## src/rtl/core_types_pkg.sv

```systemverilog
// Shared fetch-predictor types and constants: return address stack geometry,
// reset fill value and the per-branch RAS checkpoint record.
package core_types_pkg;

    localparam int RAS_ENTRIES         = 8;
    localparam int RAS_INDEX_WIDTH     = $clog2(RAS_ENTRIES);
    localparam int RAS_TARGET_WIDTH    = 31;
    localparam int LOG_RAS_COUNT_WIDTH = $clog2(RAS_ENTRIES + 1);

    localparam logic [31:0] INIT_PC = 32'h8000_0000;

    // Targets are stored without PC[0], which is always zero for fetch addresses.
    localparam logic [RAS_TARGET_WIDTH-1:0] RAS_INIT_TARGET = INIT_PC[31:1];
    localparam logic [LOG_RAS_COUNT_WIDTH-1:0] RAS_FULL_COUNT =
        LOG_RAS_COUNT_WIDTH'(RAS_ENTRIES);

    typedef struct packed {
        logic [RAS_INDEX_WIDTH-1:0]     index;
        logic [LOG_RAS_COUNT_WIDTH-1:0] count;
        logic [RAS_TARGET_WIDTH-1:0]    top_target;
    } ras_checkpoint_t;

    function automatic logic [LOG_RAS_COUNT_WIDTH-1:0] clamp_ras_count(
        input logic [LOG_RAS_COUNT_WIDTH-1:0] count
    );
        return (count > RAS_FULL_COUNT) ? RAS_FULL_COUNT : count;
    endfunction

endpackage

```

## src/rtl/ras_stack.sv

```systemverilog
// 8-entry circular return address stack: push on calls, pop on returns,
// and restore pointer/occupancy/top entry from a branch checkpoint.
module ras_stack
    import core_types_pkg::*;
(
    input  logic                           CLK,
    input  logic                           RST,
    input  logic                           ras_push,
    input  logic [RAS_TARGET_WIDTH-1:0]    ras_push_target,
    input  logic                           ras_pop,
    output logic [RAS_TARGET_WIDTH-1:0]    ras_ret_target,
    output logic [RAS_INDEX_WIDTH-1:0]     ras_index,
    output logic [LOG_RAS_COUNT_WIDTH-1:0] ras_count,
    output logic                           ras_empty,
    input  logic                           update_valid,
    input  logic [RAS_INDEX_WIDTH-1:0]     update_ras_index,
    input  logic [LOG_RAS_COUNT_WIDTH-1:0] update_ras_count,
    input  logic [RAS_TARGET_WIDTH-1:0]    update_ras_top_target
);

    logic [RAS_TARGET_WIDTH-1:0]    stack_q [RAS_ENTRIES];
    logic [RAS_INDEX_WIDTH-1:0]     ptr_q, ptr_d;
    logic [LOG_RAS_COUNT_WIDTH-1:0] count_q, count_d;

    logic                           wr_en;
    logic [RAS_INDEX_WIDTH-1:0]     wr_idx;
    logic [RAS_TARGET_WIDTH-1:0]    wr_data;

    ras_checkpoint_t                upd;
    logic [LOG_RAS_COUNT_WIDTH-1:0] upd_count;

    assign upd       = '{index: update_ras_index, count: update_ras_count,
                         top_target: update_ras_top_target};
    assign upd_count = clamp_ras_count(upd.count);

    // Outputs come straight from flops, so a pop sees the top as it was before the edge.
    assign ras_ret_target = stack_q[ptr_q];
    assign ras_index      = ptr_q;
    assign ras_count      = count_q;
    assign ras_empty      = (count_q == '0);

    always_comb begin
        ptr_d   = ptr_q;
        count_d = count_q;
        wr_en   = 1'b0;
        wr_idx  = ptr_q;
        wr_data = ras_push_target;

        if (update_valid) begin
            ptr_d   = upd.index;
            count_d = upd_count;
            wr_en   = (upd_count != '0);
            wr_idx  = upd.index;
            wr_data = upd.top_target;
        end else if (ras_push && ras_pop) begin
            // Coroutine-style jalr: replace the top in place.
            wr_en = 1'b1;
        end else if (ras_push) begin
            ptr_d   = ptr_q + RAS_INDEX_WIDTH'(1);
            wr_en   = 1'b1;
            wr_idx  = ptr_q + RAS_INDEX_WIDTH'(1);
            count_d = (count_q == RAS_FULL_COUNT) ? RAS_FULL_COUNT
                                                  : count_q + LOG_RAS_COUNT_WIDTH'(1);
        end else if (ras_pop && (count_q != '0)) begin
            ptr_d   = ptr_q - RAS_INDEX_WIDTH'(1);
            count_d = count_q - LOG_RAS_COUNT_WIDTH'(1);
        end
    end

    always_ff @(posedge CLK or posedge RST) begin
        if (RST) begin
            ptr_q   <= '0;
            count_q <= '0;
            for (int i = 0; i < RAS_ENTRIES; i++) begin
                stack_q[i] <= RAS_INIT_TARGET;
            end
        end else begin
            ptr_q   <= ptr_d;
            count_q <= count_d;
            if (wr_en) begin
                stack_q[wr_idx] <= wr_data;
            end
        end
    end

endmodule

```

## config.mk

```make
export PLATFORM = sky130hd
export DESIGN_NAME = ras_stack
export DESIGN_NICKNAME = d
export VERILOG_FILES = /design/src/rtl/core_types_pkg.sv /design/src/rtl/ras_stack.sv
export SDC_FILE = /design/constraint.sdc
export NUM_CORES = 1
export LEC_CHECK = 0
export BUFFER_PORTS_ARGS = -buffer_cell sky130_fd_sc_hd__buf_2
export CAP_MARGIN = 20
export CORE_UTILIZATION = 50
export DETAILED_ROUTE_END_ITERATION = 10
export PLACE_DENSITY = 0.78
export SLEW_MARGIN = 20
export SYNTH_ARGS = -nofsm -noshare
export SYNTH_HDL_FRONTEND = slang
export SYNTH_SLANG_ARGS = --single-unit
export TNS_END_PERCENT = 5
```

## constraint.sdc

```tcl
create_clock -name CLK -period 14.23 [get_ports CLK]
set_clock_uncertainty 0.15 [all_clocks]
set_input_delay 3.5575 -clock CLK [delete_from_list [all_inputs] [get_ports CLK]]
set_output_delay 3.5575 -clock CLK [all_outputs]
set_load 0.005 [all_outputs]
```

# Word level (Yosys, flattened, before mapping)
# Index checks and enable logic that the tools add are counted.
# Widths: inputs -> output; s select.
[word_totals]
regBits = 255
out_inout_bits = 39
[classes]
n_lt_le_gt_ge = 4
n_eq_ne = 2
add_sub_neg = 4
muxes = 23
n_bitwise = 2
n_reduce_logical = 8
[ops]
columns = ["op", "count"]
rows = [
  ["$bwmux 248", 1],
  ["$mux 31", 4],
  ["$bmux 31 s3", 1],
  ["$demux 31 s3", 1],
  ["$mux 4", 6],
  ["$mux 3", 7],
  ["$ge 4x4->1 const B", 2],
  ["$not 3->4", 2],
  ["$reduce_bool 4->1", 2],
  ["$add 4x1->4 const B", 1],
  ["$eq 4x4->1 const B", 1],
  ["$gt 4x4->1 const B", 1],
  ["$logic_not 4->1", 1],
  ["$lt 4x1->1 const B", 1],
  ["$sub 4x1->4 const B", 1],
  ["$add 3x1->3 const B", 1],
  ["$logic_and 1x1->1", 3],
  ["$mux 1", 3],
  ["$reduce_bool 3->1", 1],
  ["$sub 3x1->3 const B", 1],
  ["$ne 2x2->1 const B", 1],
  ["$reduce_and 2->1", 1],
]

# Longest topological paths before layout
# Gate-level depths: netlist (run 1).
[logic_depth]
ltp_word = 10
ltp_mapped = 11
mapped_depth_nobuf = 7

# Worst setup path after synthesis (run 1)
# Ideal clock, no wire load.
[synth_path]
kind = "register -> output"
from = "register ptr_q[1] (netlist: ras_index[1])"
to = "output port ras_ret_target[10]"
arrival_ps = 1830
path_stages_with_launch = 6
path_slack_ps = 8693
cell_sequence = "dfrtp_1 > buf_6 > clkbuf_1 > clkbuf_1 > mux4_2 > mux2_2"
[synth_between]
elab_chain_len = 4
[synth_lines]
columns = ["element", "line", "source"]
rows = [
  ["start: declaration", "ras_stack.sv:22", "logic [RAS_INDEX_WIDTH-1:0] ptr_q, ptr_d;"],
  ["start signal: assignment", "ras_stack.sv:78", "ptr_q <= ptr_d;"],
  ["$not 3->4 (not written as such)", "ras_stack.sv:37", "assign ras_ret_target = stack_q[ptr_q];"],
  ["$bmux 31 s3", "ras_stack.sv:37", ""],
  ["$mux 31 (not written as such) (2 in a row)", "ras_stack.sv:37", ""],
  ["end: declaration", "ras_stack.sv:11", "output logic [RAS_TARGET_WIDTH-1:0] ras_ret_target,"],
]
# Every way passes these cells. The select of a mux whose other input is x is not followed.

# Final worst setup path (run 1)
[layout_path]
from = "register ptr_q[0] (netlist: ras_index[0])"
to = "output port ras_ret_target[23]"
# Same word-level chain as after synthesis.

==> results of run 1 <==
[critical path: cells and delay by family (launching register included)]
family	cells	cell delay (ns)
buffers and inverters	2	0.88
DFF	1	0.80
muxes	2	0.91
[cells in the final DEF (no fill, tap or decap), types with 2 or more instances in the layout]
master	instances
clkbuf_8	5
xnor2_1	4
nand2b_1	2
nand3b_1	3
nor2_1	4
nor3_1	4
clkbuf_16	27
o21ai_0	6
nor2_4	2
a211oi_1	2
mux2_4	92
nor3b_1	3
nand2_1	10
clkbuf_1	8
mux2_1	14
ha_1	4
nand3_2	2
and2b_1	2
bufinv_16	3
buf_4	6
a21oi_1	3
nor4_1	2
inv_1	6
buf_2	112
xor2_1	2
mux4_2	62
dfrtp_1	244
nand3_1	2
dfstp_2	8
nand2_8	2
mux2_2	208
dfrtp_2	2
clkinv_2	5
o22a_1	3
[worst min path at each step]
| stage | start | endpoint | slack (ns) | cells past startpoint |
|---|---|---|---|---|
| 3_5_place_dp | stack_q[5] | stack_q[5] | 0.33 | 1 |
| 6_report | stack_q[14] | stack_q[14] | 0.34 | 1 |
| 2_1_floorplan | stack_q[0] | stack_q[0] | 0.31 | 1 |
| 4_1_cts | stack_q[5] | stack_q[5] | 0.35 | 1 |
| 3_3_place_gp | stack_q[17] | stack_q[17] | 0.32 | 1 |
| 5_1_grt | stack_q[2] | stack_q[2] | 0.36 | 1 |
[registers in the layout, summed over array words and instances (netlist names)]
name,cells
ras_count,4
ras_index,3
stack_q,248
[through the flow]
stage	cells	power, mW	worst slack, ns
after floorplan	770	1.98	3.52
after global placement	1169	2.19	7.67
after detailed placement	1169	2.23	7.60
after CTS	1217	2.95	7.27
after global routing	1218	3.08	7.13
final	1218	2.92	7.35
[power groups by stage]
stage / Combinational (mW) / Clock (mW) / Sequential, mW
after floorplan: 0.777 / 0 / 1.21
after global placement: 0.917 / 0 / 1.27
after detailed placement: 0.944 / 0 / 1.28
after CTS: 0.948 / 0.722 / 1.28
after global routing: 1.01 / 0.747 / 1.33
final: 0.935 / 0.707 / 1.28
[routing by layer]
| layer | GRT usage, % | routed length (um) | vias to the layer above |
|---|---|---|---|
| met1 | 29.9 | 12000 | 3673 |
| li1 | - | - | 3092 |
| met2 | 31.9 | 11800 | 158 |
| met3 | 2.96 | 1200 | 36 |
| met4 | 4.16 | 370 | 2 |
| met5 | 0 | 13 | - |
[layout make-up]
type | instances | area [um2] | area share, %
repair buffers | 119 | 617 | 4.32
clock inverters | 8 | 115 | 0.806
inverters | 7 | 33.8 | 0.236
diodes | 1 | 2.50 | 0.0175
clock buffers | 40 | 774 | 5.42
well taps | 330 | 413 | 2.89
flip-flops and latches | 255 | 6400 | 44.8
multi-input cells | 458 | 5930 | 41.5
[cells by family (layout without fill, tap and decap cells)]
logic type | count (synthesis) | after routing
AOI/OAI and AO/OA | 26 | 26
xor gates and xnor gates | 6 | 6
adders and majority gates | 4 | 4
buffers and inverters | 57 | 174
DFF | 255 | 255
muxes | 377 | 377
other | 0 | 1
and+or+nand+nor | 45 | 45
==> qor.csv, run 1 <==
metric,value,unit
status,"complete, no violations",
cts.clk_slew.worst_paths,0.06,ns
via_count,6961,
cp-end-kind,primary output,
synth_top_area_share,48.4,%
grt-ovfl-total,0,
die_w,162,um
firstDrtPassIters,6,
final_antenna_net_count,0,
clkLatencyLatePin,0.52,ns
io_buffers,112,
synth.area.top_cells,"dfrtp_1, mux2_2, mux4_2, mux2_4, dfstp_2",
drc_errors,0,
core_area,25100,um2
start_util,50.9,%
grt_max_degree,118,
ys_top_cells_by_count,"dfrtp_1, mux2_2, mux2_4",
period_share,48.3,%
die-area,26200,um2
leakage,6.29,nW
cp.arrival,3.17,ns
crit_chain,buf_4 > mux4_2 > mux2_2 > buf_2,
regToRegSetupSlack,10.29,ns
cp-endpoint,ras_ret_target[23],
synth.most_common_cell,dfrtp_1,
max_freq,0.145,GHz
gr-usage-all-layers,20.2,%
required,10.52,ns
post_cts_resize_count,0,
synth_edf_count,0,
swShare,26.6,%
fin_crit,6.88,ns
clkSinkCount,255,
synthAdderAreaFrac,0.392,%
clockBufferDepth,3,
p_seq_share,43.8,%
hold_viol,0,
ff2ff_path_depth,8,
synth-seq-cells,255,
fin_hold_ws,0.338,ns
design_area,14300,um2
drive_gt1_share,62.1,%
p_clk_share,24.2,%
tns,0,ns
powerDensity,204,nW/um2
crit_path_top_delay_cell,dfrtp_4,
synthCells,770,
grt_pass1_vias,7341,
comb_power_share,32.0,%
ys_warn_count,0,
synth_flop_cell,dfrtp_1,
switchingPower,776,uW
rsz0062_at_grt,no,
drt_iter0_markers,345,
wl_per_cell,20.8,um
via_per_inst,5.72,
finalSetupViolations,0,
p_int,2.15,mW
cap_violations,0,
placement.cell_area,13400,um2
crit_fanout,39,
slew_headroom,26.6,%
synth_xor_area_share,0.411,%
synth_area,12800,um2
synth_top_family_by_area,multiplexers,
syn-num-nets,848,
rows,58,
gp_congestion,0.748,
r2r-end,stack_q[117],
synth_simple_gate_area_share,2.42,%
syn2layout_area_growth,11.8,%
cts_setup_buffers,0,
cts_tree,done,
dp_hpwl,14800,um
synthDistinctLibCells,56,
grt_pass1_wl,41700,um
ioPinCount,113,
fin_util,56.9,%
hp-class,register to register,
crit_start,ras_index[0],
cpPeakStageDelay,0.80,ns
maxSlewViolCount,0,
cts-buffers-inserted,27,
wl,25400,um
syn_avg_cell_area,16.6,um2
path_class,register to primary output,
cts_hold_buf,0,
h-tree-depth,1,
ys_seq_area_share,50.0,%
layout.nets,946,
fillerInstances,2006,
async_flop_share,100,%
synthMuxAreaShare,41.4,%
clockRootBuffer,clkbuf_16,
die_h,162,um
peakVddDrop,0.111,mV
antenna_found_initial,2,
yosys.area.top_type,dfrtp_1,
tightest_slew,1.10,ns
r2r-start,ras_index[1],
synth_compound_area_share,1.65,%
start_kind,register,
Note: power is estimated with default switching activity, not from simulation.
==> run 2, diff against run 1 <==
==> constraint.sdc (replaced) <==
create_clock -name CLK -period 6.4 [get_ports CLK]
set_clock_uncertainty 0.15 [all_clocks]
set_input_delay 1.6 -clock CLK [delete_from_list [all_inputs] [get_ports CLK]]
set_output_delay 1.6 -clock CLK [all_outputs]
set_load 0.005 [all_outputs]
==> run 2 against run 1 <==
Utilization grew 0.29 points. Clock power grew 120%. Sequential share of layout area shrank 0.23 points. Largest power group unchanged. Sequential cell count is the same. Count of clock-buffer cells in the layout shrank 4.
==> qor.csv, run 2 (same netlist as run 1, synthesis figures left out) <==
metric,value,unit,change
rsz0062_at_grt,no,,
grt_pass1_vias,7619,,+3.8%
cts-buffers-inserted,27,,unchanged
firstDrtPassIters,6,,unchanged
drt_iter0_markers,376,,+9.0%
antenna_found_initial,0,,-2
required,4.65,ns,-5.87 ns
status,"complete, no violations",,
tightest_slew,1.15,ns,+0.0443 ns
top_register,stack_q,,
gr-usage-all-layers,21.1,%,+0.85 points
grt-ovfl-total,0,,unchanged
comb_power_share,31.9,%,about the same
via_per_inst,5.74,,+0.40%
ioPinCount,113,,unchanged
setup_ws,1.49,ns,-5.86 ns
p_int,4.74,mW,+120%
fin_crit,4.91,ns,
layout.nets,948,,+0.21%
clkSinkCount,255,,unchanged
drive_gt1_share,62.7,%,+0.62 points
start_util,50.9,%,unchanged
final_common_cell,dfrtp_1,,
cts_hold_buf,0,,unchanged
clockBufferDepth,3,,unchanged
post_cts_resize_count,0,,unchanged
crit_path_top_delay_cell,dfrtp_4,,
cp_top_family,flip-flops,,
met3WireLength,740,um,-38%
wl,26300,um,+3.8%
io_buffers,112,,unchanged
wl_per_cell,21.6,um,+3.6%
top_layer_used,met4,,
hp-class,register to register,,
leakage,6.32,nW,+0.42%
clkLatencyLatePin,0.53,ns,about the same
tns,0,ns,unchanged
syn2layout_area_growth,12.4,%,
final_antenna_net_count,0,,unchanged
cpPeakStageDelay,1.09,ns,+0.29 ns
dp_hpwl,15800,um,+7.1%
drt-met1-wl,11900,um,-0.92%
peakVddDrop,0.241,mV,+120%
p_seq_share,44.2,%,+0.4 points
cts.clk_slew.worst_paths,0.06,ns,about the same
via_count,7006,,+0.65%
die_h,162,um,unchanged
n_antenna_cell,0,,-1
cap_violations,0,,unchanged
p_clk_share,23.9,%,-0.3 points
swShare,27.4,%,+0.89 points
finalSetupViolations,0,,unchanged
rows,58,,unchanged
cp.arrival,3.16,ns,about the same
final_cell_mix,"dfrtp_1, mux2_2, buf_2",,
switchingPower,1.79,mW,+130%
stdcell_count,1221,,+0.25%
die_w,162,um,unchanged
wl_met2,13100,um,+11%
cp-end-kind,primary output,,
clockRootBuffer,clkbuf_16,,
cts_setup_buffers,0,,unchanged
dpl.cell_count,1169,,unchanged
cts_tree,done,,
drc_errors,0,,unchanged
regToRegSetupSlack,2.39,ns,-7.90 ns
slew_headroom,23.6,%,-3.0 points
hold_viol,0,,unchanged
pre_cts_slack,1.72,ns,-5.88 ns
grt_max_degree,149,,+26%
crit_chain,buf_4 > mux4_2 > mux2_2 > buf_2,,
powerDensity,455,nW/um2,+120%
largest_reg_flops,248,,unchanged
grt_pass1_wl,43200,um,+3.8%
period_share,76.7,%,
maxSlewViolCount,0,,unchanged
max_freq,0.204,GHz,
path_class,register to primary output,,
core_area,25100,um2,unchanged
crit_fanout,52,,+33%
die-area,26200,um2,unchanged
gp_congestion,0.801,,+7.1%
start_kind,register,,
h-tree-depth,1,,unchanged
worstPathBufferInverterCount,2,,unchanged
-- run 2: changes by cell type in the layout (fill, tap and decap cells not counted), moves of 3 or more --
cell	delta
clkinv_4	+3
buf_12	+3
clkinvlp_4	+3
clkbuf_1	-4
-- run 2: area by class of cell --
cell class | count | area [um2]
clock buffer | 36 | 759
multi-input combinational | 458 | 5930
clock inverter | 14 | 140
tap | 330 | 413
fill | 1975 | 10700
sequential | 255 | 6400
timing repair buffer | 121 | 686
inverter | 7 | 30.0
-- run 2: power by group through the flow --
| stage | registers [mW] | logic (mW) | clock network (mW) |
|---|---|---|---|
| detailed placement | 2.90 | 2.09 | 0 |
| CTS | 2.88 | 2.11 | 1.60 |
| global route | 2.99 | 2.24 | 1.66 |
| floorplan | 2.68 | 1.73 | 0 |
| finish | 2.89 | 2.08 | 1.57 |
| global placement | 2.85 | 2.03 | 0 |
-- run 2: per-stage QoR --
step / cell area (um2) / hold WS (ns) / utilization (%) / total power [mW]
after floorplan: 12800 / 0.309 / - / 4.41
after global placement: 13400 / 0.320 / 53.4 / 4.88
after detailed placement: 13400 / 0.331 / 53.4 / 4.98
after CTS: 14300 / 0.345 / 57.0 / 6.59
after global routing: 14400 / 0.358 / 57.2 / 6.90
final: 14400 / 0.343 / 57.2 / 6.54
-- run 2: worst paths after layout --
kind / start / to / cells past startpoint
worst min register to register: stack_q[0] / stack_q[0] / 1
min in group asynchronous: RST / ras_count[1] / 2
worst max register to register: ras_index[0] / stack_q[36] / 8
worst max-delay path: ras_index[0] / ras_ret_target[21] / 4
worst min-delay path: stack_q[0] / stack_q[0] / 1
max in group asynchronous: RST / stack_q[147] / 3
-- run 2: routing by layer --
metal	vias up	GRT usage, %
met4	0	5.27
li1	3100	-
met1	3730	28.9
met2	134	35.9
met3	42	2.30
met5	-	0
